===== src/rtl/ac97_pkg.sv =====
// AC'97 link constants shared by the transmit and receive paths: frame geometry,
// tag bit positions, codec register indices and the command entry layout.
package ac97_pkg;

  localparam int FRAME_BITS = 256;
  localparam int SLOT_BITS  = 20;
  localparam int TAG_BITS   = 16;

  localparam int TAG_VALID     = 15;
  localparam int TAG_CMD_ADDR  = 14;
  localparam int TAG_CMD_DATA  = 13;
  localparam int TAG_PCM_LEFT  = 12;
  localparam int TAG_PCM_RIGHT = 11;

  localparam logic [6:0] REG_MASTER_VOL = 7'h02;
  localparam logic [6:0] REG_MIC_VOL    = 7'h0E;
  localparam logic [6:0] REG_REC_SEL    = 7'h1A;
  localparam logic [6:0] REG_REC_GAIN   = 7'h1C;

  typedef struct packed {
    logic        read;
    logic [6:0]  addr;
    logic [15:0] data;
  } cmd_t;

  // First frame bit (counted from the MSB end) of slot n; slot 0 is the 16-bit tag.
  function automatic int slot_start(input int n);
    return (n == 0) ? 0 : TAG_BITS + SLOT_BITS * (n - 1);
  endfunction

endpackage


===== src/rtl/ac97_bit_timer.sv =====
// Frame bit timer: free-running 256-bit position counter driving registered SYNC and
// frame-start outputs, plus the combinational strobe for loading the next frame.
module ac97_bit_timer
  import ac97_pkg::*;
(
  input  logic clk,
  input  logic reset,
  output logic sync,
  output logic frame_start,
  output logic latch
);

  localparam logic [7:0] SYNC_END = 8'(TAG_BITS);

  // count is the index of the bit that appears on the outputs after the next edge.
  logic [7:0] count;

  always_ff @(posedge clk) begin
    if (reset) begin
      count       <= 8'd0;
      sync        <= 1'b0;
      frame_start <= 1'b0;
    end else begin
      count       <= count + 8'd1;
      sync        <= (count < SYNC_END);
      frame_start <= (count == 8'd0);
    end
  end

  assign latch = (count == 8'd0);

endmodule


===== src/rtl/ac97_frame_tx.sv =====
// AC'97 controller transmitter: holds one command and one stereo sample, packs them into
// a 256-bit frame at each frame boundary and shifts it out MSB first alongside SYNC.
module ac97_frame_tx
  import ac97_pkg::*;
#(
  parameter int SAMPLE_W = 18
) (
  input  logic                Clock,
  input  logic                Reset,
  input  logic                CmdValid,
  output logic                CmdReady,
  input  logic                CmdRead,
  input  logic [6:0]          CmdAddr,
  input  logic [15:0]         CmdData,
  input  logic                PcmValid,
  output logic                PcmReady,
  input  logic [SAMPLE_W-1:0] PcmLeft,
  input  logic [SAMPLE_W-1:0] PcmRight,
  output logic                Sync,
  output logic                SData,
  output logic                FrameStart
);

  localparam int TAG_MSB   = FRAME_BITS - 1;
  localparam int SLOT1_MSB = FRAME_BITS - 1 - slot_start(1);
  localparam int SLOT2_MSB = FRAME_BITS - 1 - slot_start(2);
  localparam int SLOT3_MSB = FRAME_BITS - 1 - slot_start(3);
  localparam int SLOT4_MSB = FRAME_BITS - 1 - slot_start(4);

  logic                  latch;
  logic                  cmd_held;
  logic                  pcm_held;
  cmd_t                  cmd_q;
  logic [SAMPLE_W-1:0]   left_q;
  logic [SAMPLE_W-1:0]   right_q;
  logic [TAG_BITS-1:0]   tag;
  logic [FRAME_BITS-1:0] frame;
  logic [FRAME_BITS-2:0] shift_q;

  function automatic logic [SLOT_BITS-1:0] align(input logic [SAMPLE_W-1:0] sample);
    align = '0;
    align[SLOT_BITS-1 -: SAMPLE_W] = sample;
  endfunction

  ac97_bit_timer u_timer (
    .clk         (Clock),
    .reset       (Reset),
    .sync        (Sync),
    .frame_start (FrameStart),
    .latch       (latch)
  );

  assign CmdReady = ~cmd_held;
  assign PcmReady = ~pcm_held;

  // An entry accepted in the latch cycle survives the latch and waits for the next frame.
  always_ff @(posedge Clock) begin
    if (Reset) begin
      cmd_held <= 1'b0;
      cmd_q    <= '0;
    end else if (CmdValid && CmdReady) begin
      cmd_held <= 1'b1;
      cmd_q    <= '{read: CmdRead, addr: CmdAddr, data: CmdData};
    end else if (latch) begin
      cmd_held <= 1'b0;
    end
  end

  always_ff @(posedge Clock) begin
    if (Reset) begin
      pcm_held <= 1'b0;
      left_q   <= '0;
      right_q  <= '0;
    end else if (PcmValid && PcmReady) begin
      pcm_held <= 1'b1;
      left_q   <= PcmLeft;
      right_q  <= PcmRight;
    end else if (latch) begin
      pcm_held <= 1'b0;
    end
  end

  always_comb begin
    tag = '0;
    tag[TAG_VALID]     = cmd_held | pcm_held;
    tag[TAG_CMD_ADDR]  = cmd_held;
    tag[TAG_CMD_DATA]  = cmd_held & ~cmd_q.read;
    tag[TAG_PCM_LEFT]  = pcm_held;
    tag[TAG_PCM_RIGHT] = pcm_held;

    frame = '0;
    frame[TAG_MSB -: TAG_BITS] = tag;
    if (cmd_held) begin
      frame[SLOT1_MSB -: SLOT_BITS] = {cmd_q.read, cmd_q.addr, 12'b0};
    end
    if (cmd_held && !cmd_q.read) begin
      frame[SLOT2_MSB -: SLOT_BITS] = {cmd_q.data, 4'b0};
    end
    if (pcm_held) begin
      frame[SLOT3_MSB -: SLOT_BITS] = align(left_q);
      frame[SLOT4_MSB -: SLOT_BITS] = align(right_q);
    end
  end

  // Bit 0 goes straight to SData at the latch; the remaining 255 bits wait in the shifter.
  always_ff @(posedge Clock) begin
    if (Reset) begin
      SData   <= 1'b0;
      shift_q <= '0;
    end else if (latch) begin
      SData   <= frame[FRAME_BITS-1];
      shift_q <= frame[FRAME_BITS-2:0];
    end else begin
      SData   <= shift_q[FRAME_BITS-2];
      shift_q <= {shift_q[FRAME_BITS-3:0], 1'b0};
    end
  end

endmodule


===== config.mk =====
export PLATFORM = sky130hd
export DESIGN_NAME = ac97_frame_tx
export DESIGN_NICKNAME = d
export VERILOG_FILES = /design/src/rtl/ac97_pkg.sv /design/src/rtl/ac97_bit_timer.sv /design/src/rtl/ac97_frame_tx.sv
export SDC_FILE = /design/constraint.sdc
export NUM_CORES = 1
export LEC_CHECK = 0
export CAP_MARGIN = 0
export CORE_MARGIN = 2
export CORE_UTILIZATION = 55
export CTS_CLUSTER_DIAMETER = 120
export DETAILED_ROUTE_END_ITERATION = 8
export PLACE_DENSITY = 0.85
export RECOVER_POWER = 100
export SLEW_MARGIN = 20
export SYNTH_ARGS = -nofsm -noshare
export SYNTH_HDL_FRONTEND = slang
export SYNTH_SLANG_ARGS = --single-unit

===== constraint.sdc =====
create_clock -name Clock -period 2 [get_ports Clock]
set_input_delay 0.2 -clock Clock [delete_from_list [all_inputs] [get_ports Clock]]
set_output_delay 0.2 -clock Clock [all_outputs]
set_load 0.01 [all_outputs]

---- Word level (Yosys, flattened, before mapping) ----
Index checks and enable logic that the tools add are counted.
word-level totals
  register bits ........................... 328
  bits of input ports ..................... 64
cells by class
  $add $sub $neg .......................... 1
  order comparisons ....................... 1
  mux-type cells .......................... 8
  bitwise logic cells ..................... 5
  reduce and logical (&&, ||, !) cells .... 8
operators by type and width
  cell                   number
  $mux W255              1
  $mux W20               2
  $mux W40               1
  $add A8 B1 Y8 const B  1
  $logic_not A8 Y1       1
  $lt A8 B5 Y1 const B   1
  $mux W1                4
  $reduce_bool A2 Y1     2
  $logic_and A1 B1 Y1    3
  $not A1 Y1             3
  $reduce_or A2 Y1       1
  $and A1 B1 Y1          1
  $logic_not A1 Y1       1
  $or A1 B1 Y1           1

---- Longest topological paths before layout ----
Gate-level depths: netlist (run 1).
  depth in word-level cells ............... 4
  gate-level depth with buffers ........... 8

---- Cells and area by module ----
Synthesis (run 1) repeated with hierarchy kept, for this count alone.
second synthesis, totals
  cells, all modules ...................... 662
  area, all modules ....................... 5858.1 um2
by module, submodules not included
  module          instances  cells an instance  area an instance (um2)  seq. area each (um2)
  ac97_frame_tx   1          618                5460.2                  3123.0
  ac97_bit_timer  1          44                 397.9                   200.2

---- Least setup slack after synthesis (run 1) ----
No wires, ideal clock.
  kind .................................... flip-flop to flip-flop
  from .................................... register u_timer.count[0]
  to ...................................... register shift_q[199]
  library setup time ...................... 132 ps
  data arrival time ....................... 1432 ps
  required time ........................... 1868 ps
  setup slack ............................. 436 ps
  cell stages (with the launch flop) ...... 8
  path buffers ............................ 2
  clock period less this slack ............ 1564 ps
  cell sequence ........................... dfxtp_1 inv_1 ha_1 or3b_1 buf_2 clkbuf_1 o21ai_0 a21oi_1
on the way
  word-level cells in the longest chain between the ends .. 2
RTL lines
  what                    RTL line              RTL
  start, declared         ac97_bit_timer.sv:16  logic [7:0] count;
  start signal, assigned  ac97_bit_timer.sv:24  count <= count + 8'd1;
  $logic_not A8 Y1        ac97_bit_timer.sv:30  assign latch = (count == 8'd0);
  $mux W255               ac97_frame_tx.sv:110  end else if (latch) begin
  end signal, assigned    ac97_frame_tx.sv:112  shift_q <= frame[FRAME_BITS-2:0];
  end signal, assigned    ac97_frame_tx.sv:115  shift_q <= {shift_q[FRAME_BITS-3:0], 1'b0};
  end, declared           ac97_frame_tx.sv:38   logic [FRAME_BITS-2:0] shift_q;
No other way between the ends.
A chain may end at the register's enable or synchronous reset.

---- Worst setup path in the final report (run 1) ----
  from .................................... register pcm_held
  to ...................................... output port PcmReady
on the way
  word-level cells in the longest chain between the ends .. 1
RTL lines
  what                    RTL line             RTL
  start, declared         ac97_frame_tx.sv:32  logic pcm_held;
  start signal, assigned  ac97_frame_tx.sv:71  pcm_held <= 1'b0;
  start signal, assigned  ac97_frame_tx.sv:75  pcm_held <= 1'b1;
  start signal, assigned  ac97_frame_tx.sv:79  pcm_held <= 1'b0;
  $not A1 Y1              ac97_frame_tx.sv:54  assign PcmReady = ~pcm_held;
  end, declared           ac97_frame_tx.sv:16  output logic PcmReady,
No other way between the ends.

==> results.yml, run 1 <==
pwr:
  power_per_cell_area_nw_per_um2: 990
  p_total_mw: 7.14
  total_leakage_power_nw: 2.58
  largest_voltage_drop_on_the_vdd_net_v: 0.000457
worst_setup_path:
  crit_path_arrival_time_ns: 1.74
  cp_max_fo: 9
  critPathLaunchType: "register"
  rr_startpoint: "u_timer.count[0]"
  cp.required_ns: 1.80
  worst_setup_path_startpoint: "pcm_held"
  classification_of_the_worst_setup_path: "reg -> out"
  timing.critical_path.to_type: "output port"
sta:
  timing.final.crit_share_pct: 96.9
  timing.setup.tns_ns: 0
  setup_viol: 0
  finalWorstPathRequiredPeriod_ns: 1.94
  final-max-slew-violation-count: 0
  tightestPinTransition_ns: 0.606
  post_layout_worst_setup_margin_ns: 0.0620
  max-slew-margin-rel_pct: 59.6
  timing.fmax_ghz: 0.516
  timing_hold_violations_final: 0
  rsz_0062_raised_after_global_routing: "no"
  fin_skew_ns: 0.00732
grt:
  grt_pass1_vias: 4799
  grt.total_usage_pct: 23.8
  grt_antenna_before_repair: 0
  maximum_number_of_pins_on_one_net_before_global_route_repair: 49
  grt_pass1_wl_mm: 21.8
  global_route.overflow_total: 0
synth:
  synthArstFlopShare_pct: 0
  synth-seq-area-share_pct: 56.6
  mappedNetlistNets: 744
  synthFlopType: "sky130_fd_sc_hd__dfxtp_1"
  synth.cell_area_um2: 5870
  synth.distinct_cells: 29
  synth.yosys.warnings: 0
  number_of_synthesized_flops_with_an_enable_pin: 0
  synthesis.instances: 678
  synth.avg_cell_area_um2: 8.66
  ff_latch_count_synth: 166
route:
  routed_via_density: 5.65
  detailroute.via_count: 4932
  routed_wl_mm: 13.0
  wl_per_cell_um: 14.9
  drt_pre_antenna_iters: 6
  drt_drc_violations_left: 0
  detailedRoute.firstIterationViolations: 330
  drtAntennaViolNets: 0
finish:
  synthToLayoutAreaGrowth_pct: 22.8
  mostFrequentLayoutCells: "165 x sky130_fd_sc_hd__dfxtp_1, 121 x sky130_fd_sc_hd__nand2_1, 111 x sky130_fd_sc_hd__a21oi_1"
  fin_cells: 873
  leading_cell_type_in_the_layout_fill_and_taps_excluded: "sky130_fd_sc_hd__dfxtp_1"
  diodes: 0
  layout-drive-gt1-share_pct: 8.41
  fill_cells: 736
  nets: 790
  stdcell_area_um2: 7210
floorplanning:
  die_width_um: 107
  core-area_um2: 10300
  top_level_ports: 69
  core.rowCount: 37
  die-height_um: 107
  initial_utilization_pct: 56.9
  die_outline_area_um2: 11500
clock_network:
  numCtsBuffers: 17
  cts-root-to-sink-buffers: 2
  cts_hold_buffers: 0
  cts.htree.levels: 4
  cts_tree: "yes"
  post-cts-setup-buffers: 0
  cts.root.buffer_cell: "sky130_fd_sc_hd__clkbuf_8"
  clkSlewWorstSetupHoldPaths_ns: 0.07
  clk-insertion-delay-late_ns: 0.53
  clkSinkCount: 166
job:
  maxCapViolations: 0
placement:
  gp_congestion: 0.771
  numPortBuffers: 68
  placed_cells: 841
  pre_cts_slack_ns: 0.311
  detailedPlacementHpwl_mm: 7.95
  post_dp_cell_area_um2: 6690
min_path:
  min_path_type: "in -> reg"
  min_from: "Reset"
outcome:
  outcome: "finished, final reports clean"
## cells in the mapped netlist (2+ instances only)
library cell,count,area share (%)
sky130_fd_sc_hd__clkbuf_1,50,3.2
sky130_fd_sc_hd__dfxtp_1,166,57
sky130_fd_sc_hd__buf_1,3,0.19
sky130_fd_sc_hd__or3_1,3,0.32
sky130_fd_sc_hd__nand2_1,121,7.7
sky130_fd_sc_hd__o21ai_0,64,5.5
sky130_fd_sc_hd__nor3b_1,2,0.26
sky130_fd_sc_hd__ha_1,2,0.43
sky130_fd_sc_hd__nand2b_1,19,2.0
sky130_fd_sc_hd__inv_1,5,0.32
sky130_fd_sc_hd__nand3_1,7,0.60
sky130_fd_sc_hd__nand4_1,60,6.4
sky130_fd_sc_hd__nor2b_1,3,0.32
sky130_fd_sc_hd__buf_2,10,0.85
sky130_fd_sc_hd__xor2_1,2,0.30
sky130_fd_sc_hd__a21oi_1,111,9.5
sky130_fd_sc_hd__a211oi_1,2,0.26
sky130_fd_sc_hd__and2_1,29,3.1
sky130_fd_sc_hd__nor2_1,8,0.51
sky130_fd_sc_hd__o21ai_1,2,0.17
## path summary, 6_finish.rpt
| check | end | slack (ns) | cells after the start |
|---|---|---|---|
| max reg2reg | shift_q[173] | 0.18 | 6 |
| min reg2reg | shift_q[201] | 0.43 | 1 |
| max | PcmReady | 0.06 | 3 |
| min | cmd_q[8] | 0.08 | 2 |
## where the power goes
part,internal [mW],switching [mW]
sequential,3.42,0.0668
clock,1.63,1.38
combinational,0.264,0.372
total,5.32,1.82
## cell families after synthesis
logic type | Yosys count | share of synthesized area, %
fa+ha+maj | 2 | 0.426
xor+xnor | 3 | 0.447
compound gates | 180 | 15.5
simple gates | 257 | 22.2
buf+inv | 70 | 4.84
flops | 166 | 56.6
## metal layers
| metal | vias up | share of wire [%] | global-route usage, % |
|---|---|---|---|
| li1 | 2414 | - | - |
| met1 | 2313 | 43 | 29.8 |
| met2 | 172 | 49 | 39.9 |
| met3 | 33 | 5.3 | 4.36 |
| met4 | 0 | 2.1 | 11.2 |
| met5 | - | 0 | 0 |
## state kept, by name, summed over array words and instances, names as in the netlist
signal,cells
SData,1
cmd_q,24
pcm_held,1
u_timer.frame_start,1
left_q,18
u_timer.count,8
u_timer.sync,1
shift_q,93
right_q,18
cmd_held,1
## final cells by class
cell class	instances	area (um^2)	area share (%)
Sequential cell	166	3320	46.1
Multi-Input combinational cell	442	2270	31.5
Timing Repair Buffer	92	870	12.1
Clock buffer	19	442	6.12
Tap cell	136	170	2.36
Clock inverter	13	114	1.58
Inverter	5	18.8	0.260
## worst max-delay path, cell delays in order, from the launching register on
cell and delay [ns]:
sky130_fd_sc_hd__dfxtp_2 0.38, sky130_fd_sc_hd__buf_4 0.18, sky130_fd_sc_hd__inv_1 0.11, sky130_fd_sc_hd__clkdlybuf4s50_1 0.55
## stage by stage
step | utilization [%] | hold slack (ns)
6_report | 69.9 | 0.0776
4_1_cts | 70.2 | 0.0667
3_5_place_dp | 64.8 | 0.414
3_3_place_gp | 64.8 | 0.409
2_1_floorplan | - | 0.336
5_1_grt | 69.9 | 0.0863
## repair_timing
action,in CTS,in global routing
gates resized for setup,1,0
hold endpoints to repair,0,0
endpoints found under the setup margin,1,0
Power figures use the tool's default switching activity.
==> run 2: changes to the inputs <==
- PLACE_DENSITY: 0.85 -> 0.79
==> run 2 against run 1 <==
  * Total power rose by 1.4%
  * Utilization down 0.24 points
  * Largest cell class unchanged
  * Combinational power down 3%
  * Highest routed layer unchanged
  * Flip-flop and latch count unchanged
  * Non-clock buffer count is 3 lower
  * Count of clock-buffer cells in the layout down 2
==> results.yml, run 2 (synthesis gave the netlist of run 1 again) <==
worst_setup_path:
  cpPeakStageDelay_ns: 0.49
  cp_cell_sequence: "inv_1 -> clkdlybuf4s50_1"
  cp_max_fo: 15
  critical_path.top_delay_family: "buffers and inverters"
  worst_setup_path_startpoint: "cmd_held"
  classification_of_the_worst_setup_path: "reg -> out"
  timing.critical_path.to_type: "output port"
  critPathLaunchType: "register"
  crit_path_arrival_time_ns: 1.62
  cp.required_ns: 1.80
  rr_startpoint: "pcm_held"
  critPathSlowestCell: "sky130_fd_sc_hd__dfxtp_2"
  number_of_buffer_and_inverter_instances_along_the_worst_setup_path: 2
finish:
  layout_top_registers: "shift_q (93), cmd_q (24)"
  largest_register_ffs: 93
  mostFrequentLayoutCells: "165 x sky130_fd_sc_hd__dfxtp_1, 121 x sky130_fd_sc_hd__nand2_1, 111 x sky130_fd_sc_hd__a21oi_1"
  leading_cell_type_in_the_layout_fill_and_taps_excluded: "sky130_fd_sc_hd__dfxtp_1"
  synthToLayoutAreaGrowth_pct: 22.4
  fin_cells: 870
  diodes: 0
  nets: 787
  layout-drive-gt1-share_pct: 7.90
  register_with_the_highest_flop_count: "shift_q"
placement:
  numPortBuffers: 68
  detailedPlacementHpwl_mm: 7.80
  gp_congestion: 0.774
  placed_cells: 838
clock_network:
  numCtsBuffers: 17
  cts.root.buffer_cell: "sky130_fd_sc_hd__clkbuf_8"
  clk-insertion-delay-late_ns: 0.53
  cts_tree: "yes"
  cts.htree.levels: 4
  clkSinkCount: 166
  clkSlewWorstSetupHoldPaths_ns: 0.07
  cts_hold_buffers: 0
  cts-root-to-sink-buffers: 2
floorplanning:
  core-area_um2: 10300
  core.rowCount: 37
  die_width_um: 107
  initial_utilization_pct: 56.9
  die-height_um: 107
  die_outline_area_um2: 11500
  top_level_ports: 69
sta:
  finalWorstPathRequiredPeriod_ns: 1.82
  setup_viol: 0
  max-slew-margin-rel_pct: 52.9
  tightestPinTransition_ns: 0.707
  timing_hold_violations_final: 0
  fin_skew_ns: 0.00637
  timing.fmax_ghz: 0.551
  timing.setup.tns_ns: 0
  timing.final.crit_share_pct: 90.8
  final-max-slew-violation-count: 0
  rsz_0062_raised_after_global_routing: "no"
grt:
  maximum_number_of_pins_on_one_net_before_global_route_repair: 49
  global_route.overflow_total: 0
  grt_antenna_before_repair: 0
  grt_pass1_wl_mm: 21.3
  grt.total_usage_pct: 23.0
  grt_pass1_vias: 4611
outcome:
  outcome: "finished, final reports clean"
route:
  drtAntennaViolNets: 0
  routed_via_density: 5.54
  routed_wl_mm: 12.5
  drt_pre_antenna_iters: 7
  detailedRoute.firstIterationViolations: 308
  drt_drc_violations_left: 0
  detailroute.via_count: 4822
  wl_per_cell_um: 14.4
min_path:
  min_path_type: "in -> reg"
  min_from: "Reset"
pwr:
  largest_voltage_drop_on_the_vdd_net_v: 0.000828
  power_per_cell_area_nw_per_um2: 1010
  p_total_mw: 7.24
  total_leakage_power_nw: 2.56
job:
  maxCapViolations: 0
## run 2: metrics by stage
step | hold slack (ns) | instance area [um^2] | setup WS, ns | util, %
final | 0.0365 | 7190 | 0.184 | 69.6
after global routing | 0.0430 | 7190 | 0.0492 | 69.6
after CTS | 0.0180 | 7210 | 0.171 | 69.8
after detailed placement | 0.413 | 6640 | 0.313 | 64.3
after global placement | 0.410 | 6640 | 0.345 | 64.3
after floorplan | 0.336 | 5870 | 0.436 | -
## run 2: worst paths after layout
| kind | end | slack (ns) | cells after the start |
|---|---|---|---|
| max reg2reg | pcm_held | 0.21 | 4 |
| min reg2reg | shift_q[221] | 0.43 | 1 |
| max | CmdReady | 0.18 | 2 |
| min | u_timer.count[2] | 0.04 | 2 |
## run 2: timing repair
item,CTS,global route
setup endpoints to repair,1,0
endpoints found under the hold margin,0,0
buffers inserted,0,0
gates resized for setup,1,0
## run 2: layout make-up
type | count | area (um^2)
Sequential cell | 166 | 3320
Timing Repair Buffer | 89 | 831
Clock inverter | 15 | 155
Inverter | 5 | 18.8
Tap cell | 136 | 170
Clock buffer | 17 | 414
Multi-Input combinational cell | 442 | 2270
Fill cell | 789 | 3140
## run 2: where the power goes
group,switching [mW],internal [mW]
combinational,0.363,0.257
clock,1.34,1.78
sequential,0.0677,3.42
total,1.77,5.46
## run 2: layer usage
metal	wire [um]	part of all wire (%)	up-vias	global-route usage [%]
met2	6040	48	139	37.6
met1	5510	44	2262	29.9
met4	183	1.5	0	7.42
met3	783	6.3	18	5.93
met5	0	0	-	0
li1	-	-	2403	-
